**config.mk**
```make
export PLATFORM = sky130hd
export DESIGN_NAME = imm_decode_stage
export DESIGN_NICKNAME = d
export VERILOG_FILES = /design/src/rtl/imm_pkg.sv /design/src/rtl/imm_lane_dec.sv /design/src/rtl/imm_decode_stage.sv
export SDC_FILE = /design/constraint.sdc
export NUM_CORES = 1
export LEC_CHECK = 0
export CORE_AREA = 5 5 159 161
export DETAILED_ROUTE_END_ITERATION = 16
export DIE_AREA = 0 0 164 166
export PLACE_DENSITY = 0.73
export RECOVER_POWER = 25
export SETUP_SLACK_MARGIN = 0.3
export SYNTH_ARGS = -nofsm -noshare
export SYNTH_HDL_FRONTEND = slang
export SYNTH_SLANG_ARGS = --single-unit
```
**constraint.sdc**
```tcl
create_clock -name clk -period 2.85 [get_ports clk]
set_input_delay 0.855 -clock clk [delete_from_list [all_inputs] [get_ports clk]]
set_output_delay 0.855 -clock clk [all_outputs]
set_load 0.02 [all_outputs]
```
**src/rtl/imm_pkg.sv**
```systemverilog
// Shared format codes and RV32I major opcodes for immediate decode.
// Pure definitions; no logic.
// Used by the per-lane decoder and the decode stage.
package imm_pkg;

    typedef enum logic [2:0] {
        FMT_R       = 3'd0,
        FMT_I       = 3'd1,
        FMT_S       = 3'd2,
        FMT_B       = 3'd3,
        FMT_U       = 3'd4,
        FMT_J       = 3'd5,
        FMT_SHAMT   = 3'd6,
        FMT_ILLEGAL = 3'd7
    } fmt_e;

    localparam logic [6:0] OP_IMM = 7'b0010011;
    localparam logic [6:0] LOAD   = 7'b0000011;
    localparam logic [6:0] JALR   = 7'b1100111;
    localparam logic [6:0] SYSTEM = 7'b1110011;
    localparam logic [6:0] STORE  = 7'b0100011;
    localparam logic [6:0] BRANCH = 7'b1100011;
    localparam logic [6:0] LUI    = 7'b0110111;
    localparam logic [6:0] AUIPC  = 7'b0010111;
    localparam logic [6:0] JAL    = 7'b1101111;
    localparam logic [6:0] OP     = 7'b0110011;

endpackage

```
**src/rtl/imm_lane_dec.sv**
```systemverilog
// One RV32I instruction -> format code and sign-extended immediate.
// Latency: combinational.
// Backpressure: none; pure function of the instruction word.
module imm_lane_dec
    import imm_pkg::*;
#(
    parameter int XLEN  = 32,
    parameter int FMT_W = 3
) (
    input  logic [31:0]      instr,
    output logic [FMT_W-1:0] fmt,
    output logic [XLEN-1:0]  imm
);

    fmt_e               f;
    logic signed [31:0] v;

    // Every immediate fits in 32 bits; the signed size cast widens it for XLEN=64.
    always_comb begin
        f = FMT_ILLEGAL;
        v = '0;
        if (instr[1:0] == 2'b11) begin
            case (instr[6:0])
                OP_IMM: begin
                    if (instr[14:12] == 3'b001 || instr[14:12] == 3'b101) begin
                        f = FMT_SHAMT;
                        v = {27'b0, instr[24:20]};
                    end else begin
                        f = FMT_I;
                        v = {{20{instr[31]}}, instr[31:20]};
                    end
                end
                LOAD, JALR, SYSTEM: begin
                    f = FMT_I;
                    v = {{20{instr[31]}}, instr[31:20]};
                end
                STORE: begin
                    f = FMT_S;
                    v = {{20{instr[31]}}, instr[31:25], instr[11:7]};
                end
                BRANCH: begin
                    f = FMT_B;
                    v = {{19{instr[31]}}, instr[31], instr[7], instr[30:25], instr[11:8], 1'b0};
                end
                LUI, AUIPC: begin
                    f = FMT_U;
                    v = {instr[31:12], 12'b0};
                end
                JAL: begin
                    f = FMT_J;
                    v = {{11{instr[31]}}, instr[31], instr[19:12], instr[20], instr[30:21], 1'b0};
                end
                OP: begin
                    f = FMT_R;
                end
                default: begin
                    f = FMT_ILLEGAL;
                end
            endcase
        end
    end

    assign fmt = FMT_W'(f);
    assign imm = XLEN'(v);

endmodule

```
**src/rtl/imm_decode_stage.sv**
```systemverilog
// Multi-lane immediate decode stage with registered output and one-entry skid.
// Latency: 1 cycle from accept to out_valid.
// Backpressure: in_ready = !skid_full (registered); holds up to 2 bundles.
module imm_decode_stage
    import imm_pkg::*;
#(
    parameter int LANES = 2,
    parameter int XLEN  = 32,
    parameter int FMT_W = 3
) (
    input  logic                   clk,
    input  logic                   rst,
    input  logic                   flush,
    input  logic                   in_valid,
    output logic                   in_ready,
    input  logic [LANES-1:0]       in_lane_valid,
    input  logic [LANES*32-1:0]    in_instr,
    output logic                   out_valid,
    input  logic                   out_ready,
    output logic [LANES-1:0]       out_lane_valid,
    output logic [LANES*32-1:0]    out_instr,
    output logic [LANES*XLEN-1:0]  out_imm,
    output logic [LANES*FMT_W-1:0] out_fmt
);

    localparam int BW = LANES * (1 + 32 + XLEN + FMT_W);

    logic [LANES*XLEN-1:0]  dec_imm;
    logic [LANES*FMT_W-1:0] dec_fmt;
    logic [BW-1:0]          new_bundle;
    logic [BW-1:0]          out_q;
    logic [BW-1:0]          skid_q;
    logic                   skid_full;
    logic                   accept;
    logic                   out_free;

    for (genvar k = 0; k < LANES; k++) begin : g_lane
        logic [FMT_W-1:0] lane_fmt;
        logic [XLEN-1:0]  lane_imm;

        imm_lane_dec #(
            .XLEN  (XLEN),
            .FMT_W (FMT_W)
        ) u_dec (
            .instr (in_instr[32*k +: 32]),
            .fmt   (lane_fmt),
            .imm   (lane_imm)
        );

        // Empty lanes carry their word through but report no immediate.
        assign dec_imm[XLEN*k +: XLEN]   = in_lane_valid[k] ? lane_imm : '0;
        assign dec_fmt[FMT_W*k +: FMT_W] = in_lane_valid[k] ? lane_fmt : FMT_W'(FMT_R);
    end

    assign new_bundle = {in_lane_valid, in_instr, dec_imm, dec_fmt};
    assign in_ready   = !skid_full;
    assign accept     = in_valid && in_ready && !flush;
    assign out_free   = !out_valid || out_ready;

    // The skid only fills while the output is stalled, and always drains first.
    always_ff @(posedge clk) begin
        if (rst) begin
            out_valid <= 1'b0;
            skid_full <= 1'b0;
            out_q     <= '0;
            skid_q    <= '0;
        end else if (flush) begin
            out_valid <= 1'b0;
            skid_full <= 1'b0;
        end else if (out_free) begin
            if (skid_full) begin
                out_q     <= skid_q;
                out_valid <= 1'b1;
                skid_full <= 1'b0;
            end else if (accept) begin
                out_q     <= new_bundle;
                out_valid <= 1'b1;
            end else begin
                out_valid <= 1'b0;
            end
        end else if (accept) begin
            skid_q    <= new_bundle;
            skid_full <= 1'b1;
        end
    end

    assign {out_lane_valid, out_instr, out_imm, out_fmt} = out_q;

endmodule
```
# [After elaboration in Yosys (flattened, before gate mapping)]
# Cells that the tools add are included.
[word_totals] regBits=274
[op_classes] bitwise_logic=2 eq_ne=26 reduce_logical=17 n_mux=20
[op_table] op="one-hot mux 32 bit (6 select lines)" count=2
[op_table] op="two-way mux 136 bit" count=2
[op_table] op="two-way mux 32 bit" count=6
[op_table] op="== test 7 bit (second input constant)" count=8
[op_table] op="== test 7 x 6 -> 1 bit (second input constant)" count=6
[op_table] op="one-hot mux 3 bit (7 select lines)" count=2
[op_table] op="== test 7 x 5 -> 1 bit (second input constant)" count=4
[op_table] op="two-way mux 3 bit" count=6
[op_table] op="== test 7 x 2 -> 1 bit (second input constant)" count=2
[op_table] op="OR reduction 3 bit" count=3
[op_table] op="== test 3 x 1 -> 1 bit (second input constant)" count=2
[op_table] op="== test 3 bit (second input constant)" count=2
[op_table] op="AND reduction 3 bit" count=2
[op_table] op="OR reduction 2 bit" count=3
[op_table] op="== test 2 bit (second input constant)" count=2
[op_table] op="zero test 1 bit" count=3
[op_table] op="logical OR 1 bit" count=3
[op_table] op="logical AND 1 bit" count=2
[op_table] op="two-way mux 1 bit" count=2
[op_table] op="NOT 1 bit" count=2
[op_table] op="nonzero test 2 bit" count=1

# [Longest topological paths before layout]
# Gate-level depths: netlist (run 1).
[logic_depth] depth_word=8 ltp_mapped=9

# [Hierarchy]
# From an unflattened synthesis (run 1), not the netlist that was laid out.
[hier_totals] cells_unflattened=1576 area_unflattened_um2=13431.6
[modules_own_cells] mod="imm_decode_stage" cells_each=1392 n_inst=1 seq_area_each_um2=5485.3 area_each_um2=12290.5
[modules_own_cells] mod="imm_lane_dec" cells_each=92 n_inst=2 seq_area_each_um2=0.0 area_each_um2=570.5

# [Worst setup path before layout (run 1)]
# OpenSTA, ideal clock, no wires.
[synth_timing] kind="input to register" startpoint="input in_instr[5]" endpoint="register out_q[28]" slack_ns=0.481 setup_time_ns=0.135 required_ns=2.715 t_arrival_ns=2.234 stages=7 cell_sequence="buf_2 and2_1 a22oi_1 o22ai_1 buf_2 a221oi_1 o22ai_1"
[synth_between] elab_chain_len=7 word_cells_on_any_way=16 cone_classes="9 x eq/ne; 5 x mux; 2 x reduce/logical"
[synth_lines] element="start: declaration" line_no="imm_decode_stage.sv:17" rtl="input logic [LANES*32-1:0] in_instr,"
[synth_lines] element="== test 7 x 2 -> 1 bit (tied with other cells)" line_no="imm_lane_dec.sv:23" rtl="case (instr[6:0])"
[synth_lines] element="OR reduction 3 bit or OR reduction 2 bit (tied branches)" line_no="imm_lane_dec.sv:23"
[synth_lines] element="one-hot mux 32 bit (6 select lines) (*)" line_no="imm_lane_dec.sv:23"
[synth_lines] element="two-way mux 32 bit (*)" line_no="imm_lane_dec.sv:22" rtl="if (instr[1:0] == 2'b11) begin"
[synth_lines] element="two-way mux 32 bit (*)" line_no="imm_decode_stage.sv:51" rtl="assign dec_imm[XLEN*k +: XLEN] = in_lane_valid[k] ? lane_imm : '0;"
[synth_lines] element="two-way mux 136 bit (*)" line_no="imm_decode_stage.sv:75" rtl="end else if (accept) begin"
[synth_lines] element="two-way mux 136 bit (*)" line_no="imm_decode_stage.sv:71" rtl="if (skid_full) begin"
[synth_lines] element="end signal: assignment" line_no="imm_decode_stage.sv:72" rtl="out_q <= skid_q;"
[synth_lines] element="end signal: assignment" line_no="imm_decode_stage.sv:76" rtl="out_q <= new_bundle;"
[synth_lines] element="end: declaration" line_no="imm_decode_stage.sv:31" rtl="logic [BW-1:0] out_q;"
# Mark *: on every way between the ends. The rest lies on a longest branch, timed or not. The select of a mux whose other input is x is not followed.
# A chain may end at the register's enable or synchronous reset.

# [Final worst setup path (run 1)]
[layout_timing] startpoint="input in_valid" endpoint="register out_q[87]"
[layout_between] elab_chain_len=4
[layout_lines] element="start: declaration" line_no="imm_decode_stage.sv:14" rtl="input logic in_valid,"
[layout_lines] element="logical AND 1 bit (2 in a row)" line_no="imm_decode_stage.sv:57" rtl="assign accept = in_valid && in_ready && !flush;"
[layout_lines] element="nonzero test 2 bit (no line)"
[layout_lines] element="AND reduction 3 bit (no line)"
# No other way between the ends.

==> results of run 1 <==
-- what timing repair did --
item                                    CTS  global route
endpoints found under the hold margin     0             0
gates resized for setup                   1             4
pin swaps                                 0             1
setup buffers                             1             1
endpoints found under the setup margin    1            46
-- final cells by class --
| class | instances | area [µm²] |
|---|---|---|
| Antenna cell | 1 | 2.50 |
| Clock buffer | 48 | 857 |
| Clock inverter | 4 | 52.6 |
| Fill cell | 2024 | 8180 |
| Inverter | 10 | 37.5 |
| Multi-Input combinational cell | 975 | 5680 |
| Sequential cell | 274 | 5490 |
| Tap cell | 324 | 405 |
| Timing Repair Buffer | 333 | 3120 |
-- worst register-to-register path, cell delays in order (launching register included) --
cell	delay (ns)
sky130_fd_sc_hd__dfxtp_4	0.42
sky130_fd_sc_hd__buf_12	0.27
sky130_fd_sc_hd__nor2b_1	0.36
sky130_fd_sc_hd__nor2b_1	0.18
sky130_fd_sc_hd__a21boi_1	0.22
sky130_fd_sc_hd__buf_4	0.19
sky130_fd_sc_hd__nand3_1	0.09
sky130_fd_sc_hd__a211oi_1	0.27
-- cells by family (layout without fill, tap and decap cells) --
| kind of cell | count (synthesis) | in the layout |
|---|---|---|
| AND/OR/NAND/NOR | 456 | 456 |
| buffers and inverters | 138 | 395 |
| flip-flops | 274 | 274 |
| AO/OA/AOI/OAI | 453 | 453 |
| multiplexers | 66 | 66 |
| other | 0 | 1 |
-- cell usage in the layout, fill, tap and decap left out, types with 24 or more instances in the layout --
cell,instances
sky130_fd_sc_hd__dfxtp_1,273
sky130_fd_sc_hd__nand2_1,210
sky130_fd_sc_hd__clkdlybuf4s50_1,205
sky130_fd_sc_hd__a21oi_1,147
sky130_fd_sc_hd__buf_4,109
sky130_fd_sc_hd__nor2_1,103
sky130_fd_sc_hd__a211oi_1,91
sky130_fd_sc_hd__o21ai_0,66
sky130_fd_sc_hd__mux2i_1,66
sky130_fd_sc_hd__and3_1,38
sky130_fd_sc_hd__o22ai_1,34
sky130_fd_sc_hd__nand3_1,31
sky130_fd_sc_hd__clkbuf_16,29
sky130_fd_sc_hd__a221oi_1,24
-- through the flow --
| step | total power, µW | TNS, ns | util, % | instance area, µm² | cells |
|---|---|---|---|---|---|
| 6_report | 8730 | 0 | 65.7 | 15600 | 1969 |
| 3_3_place_gp | 5150 | -6.76 | 61.8 | 14700 | 1914 |
| 3_5_place_dp | 5170 | -11.14 | 61.8 | 14700 | 1914 |
| 4_1_cts | 8780 | 0 | 65.6 | 15600 | 1967 |
| 2_1_floorplan | 4600 | 0 | - | 11700 | 1387 |
| 5_1_grt | 9050 | 0 | 65.7 | 15600 | 1969 |
-- registers in the layout (all words and copies together), names as in the netlist --
register   cells
out_q        136
out_valid      1
skid_full      1
skid_q       136
-- worst max path at each step --
stage | slack (ns) | from | cells past startpoint | endpoint
floorplan | 0.48 | in_instr[5] | 7 | out_q[28]
global placement | -0.16 | in_instr[6] | 6 | skid_q[19]
detailed placement | -0.23 | in_instr[6] | 6 | skid_q[23]
CTS | 0.30 | in_instr[34] | 7 | skid_q[63]
global route | 0.15 | in_valid | 8 | out_q[90]
finish | 0.29 | in_valid | 8 | out_q[87]
-- power groups by stage --
stage	Sequential [µW]	Clock, µW	Combinational (µW)
3_5_place_dp	4080	0	1090
5_1_grt	4010	3860	1180
3_3_place_gp	4080	0	1080
2_1_floorplan	4180	0	414
6_report	4000	3630	1100
4_1_cts	4000	3690	1100
-- metal layers --
layer | vias to the layer above | track usage [%]
met5 | - | 0
met3 | 61 | 4.12
met2 | 413 | 42.6
met1 | 5455 | 36.2
li1 | 5483 | -
met4 | 0 | 7.55
==> tab_implementation.tex, run 1 <==
\begin{tabular}{lr}
\hline
Metric & Value \\
\hline
\multicolumn{2}{l}{\textbf{Outcome}} \\
Status & completed \\
\multicolumn{2}{l}{\textbf{Global route}} \\
Largest net degree at the start of global routing & 114 \\
Wire length of the first global-routing pass & 59200 µm \\
Vias in the first global route & 10900 \\
Total Routing Usage GR & 26.2\% \\
Antenna violations before repair & 1 \\
Sum of overflow across all layers after global routing & 0 \\
\multicolumn{2}{l}{\textbf{Die}} \\
Number of rows created at floorplan & 57 \\
Die Y & 166 µm \\
Top-Level Pins & 209 \\
Placeable core region & 0.0238 mm² \\
Starting utilization of the core area & 49.1\% \\
Chip width & 164 µm \\
Overall die area & 0.0272 mm² \\
\multicolumn{2}{l}{\textbf{Synth}} \\
Warning count from the yosys run & 0 \\
Post-Synth XOR/XNOR Area & 0\% \\
Dominant combinational cell family by area after synthesis & compound AO/OA/AOI/OAI gates \\
Fraction of synthesized cell area taken by the top area cell type & 46.9\% \\
Synthesized netlist cell count & 1387 \\
FFs w/ async S/R, synth & 0\% \\
Synth Net Count & about 1500 \\
Dominant synthesized flop cell & sky130\_fd\_sc\_hd\_\_dfxtp\_1 \\
Top cells by instance count after synthesis & sky130\_fd\_sc\_hd\_\_dfxtp\_1 (274), sky130\_fd\_sc\_hd\_\_nand2\_1 (210), sky130\_fd\_sc\_hd\_\_a21oi\_1 (147) \\
Largest cells by area after synthesis & sky130\_fd\_sc\_hd\_\_dfxtp\_1 (47\%), sky130\_fd\_sc\_hd\_\_nand2\_1 (6.7\%), sky130\_fd\_sc\_hd\_\_a21oi\_1 (6.3\%) \\
Basic-gate share of the synthesized area counting and, or, nand and nor cells & roughly 18\% \\
Sequential-to-total area share from yosys stat & 46.9\% \\
Most repeated cell in the gate-level netlist after synthesis & sky130\_fd\_sc\_hd\_\_dfxtp\_1 \\
Cell accounting for the most synthesized area & sky130\_fd\_sc\_hd\_\_dfxtp\_1 \\
Number of flip-flops and latches in the synthesized netlist & 274 \\
Per-instance average area after synthesis & 8.43 µm² \\
Post-synthesis cell area & 0.0117 mm² \\
Post-Synth Adder-Cell Area & 0\% \\
Share of cell area taken by muxes after synthesis & 5.65\% \\
Number of distinct library cells after synthesis & between 60 and 70 \\
Number of synthesized flops with an enable pin & 0 \\
Fraction of the mapped netlist area in compound gates & 24.9\% \\
\multicolumn{2}{l}{\textbf{STA}} \\
Worst-case setup margin in the final layout & 0.293 ns \\
Setup repair after global routing missed its margin & true \\
Worst-case hold slack & between 0.4 and 0.5 ns \\
Worst clock skew on the final layout & between 0.02 and 0.025 ns \\
Count of pins over their slew limit & 0 \\
Worst-case headroom to the max-slew limit & a little under half \\
Max Freq & 0.391 GHz \\
Final hold vios & 0 \\
Post-route clock period utilization & 89.7\% \\
Count of final setup violators & 0 \\
Measured slew at the worst slew-check pin & 0.797 ns \\
Time the final worst path needs with I/O delays and setup & between 2 and 3 ns \\
\multicolumn{2}{l}{\textbf{Pwr}} \\
Peak supply drop & 0.000546 V \\
Sequential share of power & 45.8\% \\
Share of power burned in the clock network & 41.6\% \\
Pwr dens & 558 mW/mm² \\
Switching share of power & 25.0\% \\
Lkg Pwr & 0.00549 µW \\
Gate power share & 12.6\% \\
Net Switching & 2180 µW \\
Internal power & 6550 µW \\
\multicolumn{2}{l}{\textbf{Setup path}} \\
Critical Path Slowest Stage Cell & sky130\_fd\_sc\_hd\_\_dlygate4sd3\_1 \\
Flop2flop setup slack & between 0.7 and 0.8 ns \\
Crit path buf inv count & 4 \\
WP data required & 3.31 ns \\
Longest individual stage delay on the worst path & 0.65 ns \\
Endpoint kind of the worst setup timing path & register \\
FF-to-FF path depth & 7 \\
Worst Setup Start Kind & input pin \\
Kind of cell with the highest combined delay on the critical path & buffers and inverters \\
Setup CP Type & in2reg \\
Arrival time at the worst endpoint & a little over 3 ns \\
Crit path max fanout & 15 \\
Worst reg2reg path startpoint & skid\_full \\
Terminus of the critical flop-to-flop path & out\_q[48] \\
Cells traversed along the worst timing path & dlygate4sd3\_1 -> nor2\_1 -> clkbuf\_1 -> nor3\_1 -> buf\_4 -> clkbuf\_1 -> nor2\_1 -> a211oi\_1 \\
\multicolumn{2}{l}{\textbf{Min path}} \\
Hold\_sp & skid\_q[54] \\
Cells on Worst Hold Path & 1 \\
Worst hold path class & reg2reg \\
Endpoint with the worst hold slack & skid\_q[54] \\
\multicolumn{2}{l}{\textbf{Clock network}} \\
Worst-case clock buffer depth & 3 \\
Clock network latency to the later pin of the worst-skew pair & 0.55 ns \\
Number of H-tree branching levels & 1 \\
Clock tree from TritonCTS & built \\
Number of CTS-inserted buffers & 29 \\
Clock sink count & 274 \\
Cell at the root of the clock tree & sky130\_fd\_sc\_hd\_\_clkbuf\_16 \\
CTS clock-pin slew for the worst setup and hold paths & around 0.060 ns \\
Hold Buf Count CTS & 0 \\
\multicolumn{2}{l}{\textbf{Placed design}} \\
Final weighted congestion of routability-driven global placement & 0.869 \\
Worst-case setup slack after placement & -0.233 ns \\
Port Buffers & 208 \\
Post-DP HPWL & 25300 µm \\
\multicolumn{2}{l}{\textbf{Routing}} \\
Sum of met2 wire segment lengths after detailed routing & approximately 18000 µm \\
Routed wire per std cell & 18.8 µm \\
Metal-1 WL & roughly 16000 µm \\
Top layer reached by signal wires & met4 \\
Total number of vias & about 11000 \\
Post-route DRC & 0 \\
Detailed route wirelength on metal3 & 2620 µm \\
First-pass detailed-route iteration total & 7 \\
Drt first-iter violations & 965 \\
Post-detailed-routing wire length & 37000 µm \\
Number of vias per cell & 5.80 \\
Number of routed nets with antenna violations & 0 \\
\multicolumn{2}{l}{\textbf{Run}} \\
Number of violations of the max-capacitance limit & 0 \\
\multicolumn{2}{l}{\textbf{Layout}} \\
Layout Area Growth over Synthesis & 33.8\% \\
Fraction of final layout cells with drive strength greater than 1 & 11.3\% \\
Post-layout net count & 1694 \\
\hline
\end{tabular}
No activity file was read; power rests on OpenSTA's default activity.
==> inputs of run 2 (changes only) <==
--- a/config.mk
+++ b/config.mk
@@ -5,6 +5,7 @@
 export SDC_FILE = /design/constraint.sdc
 export NUM_CORES = 1
 export LEC_CHECK = 0
+export CAP_MARGIN = 10
 export CORE_AREA = 5 5 159 161
 export DETAILED_ROUTE_END_ITERATION = 16
 export DIE_AREA = 0 0 164 166
==> results of run 2 <==
No change in the layout: final DEF, timing and power equal those of run 1.
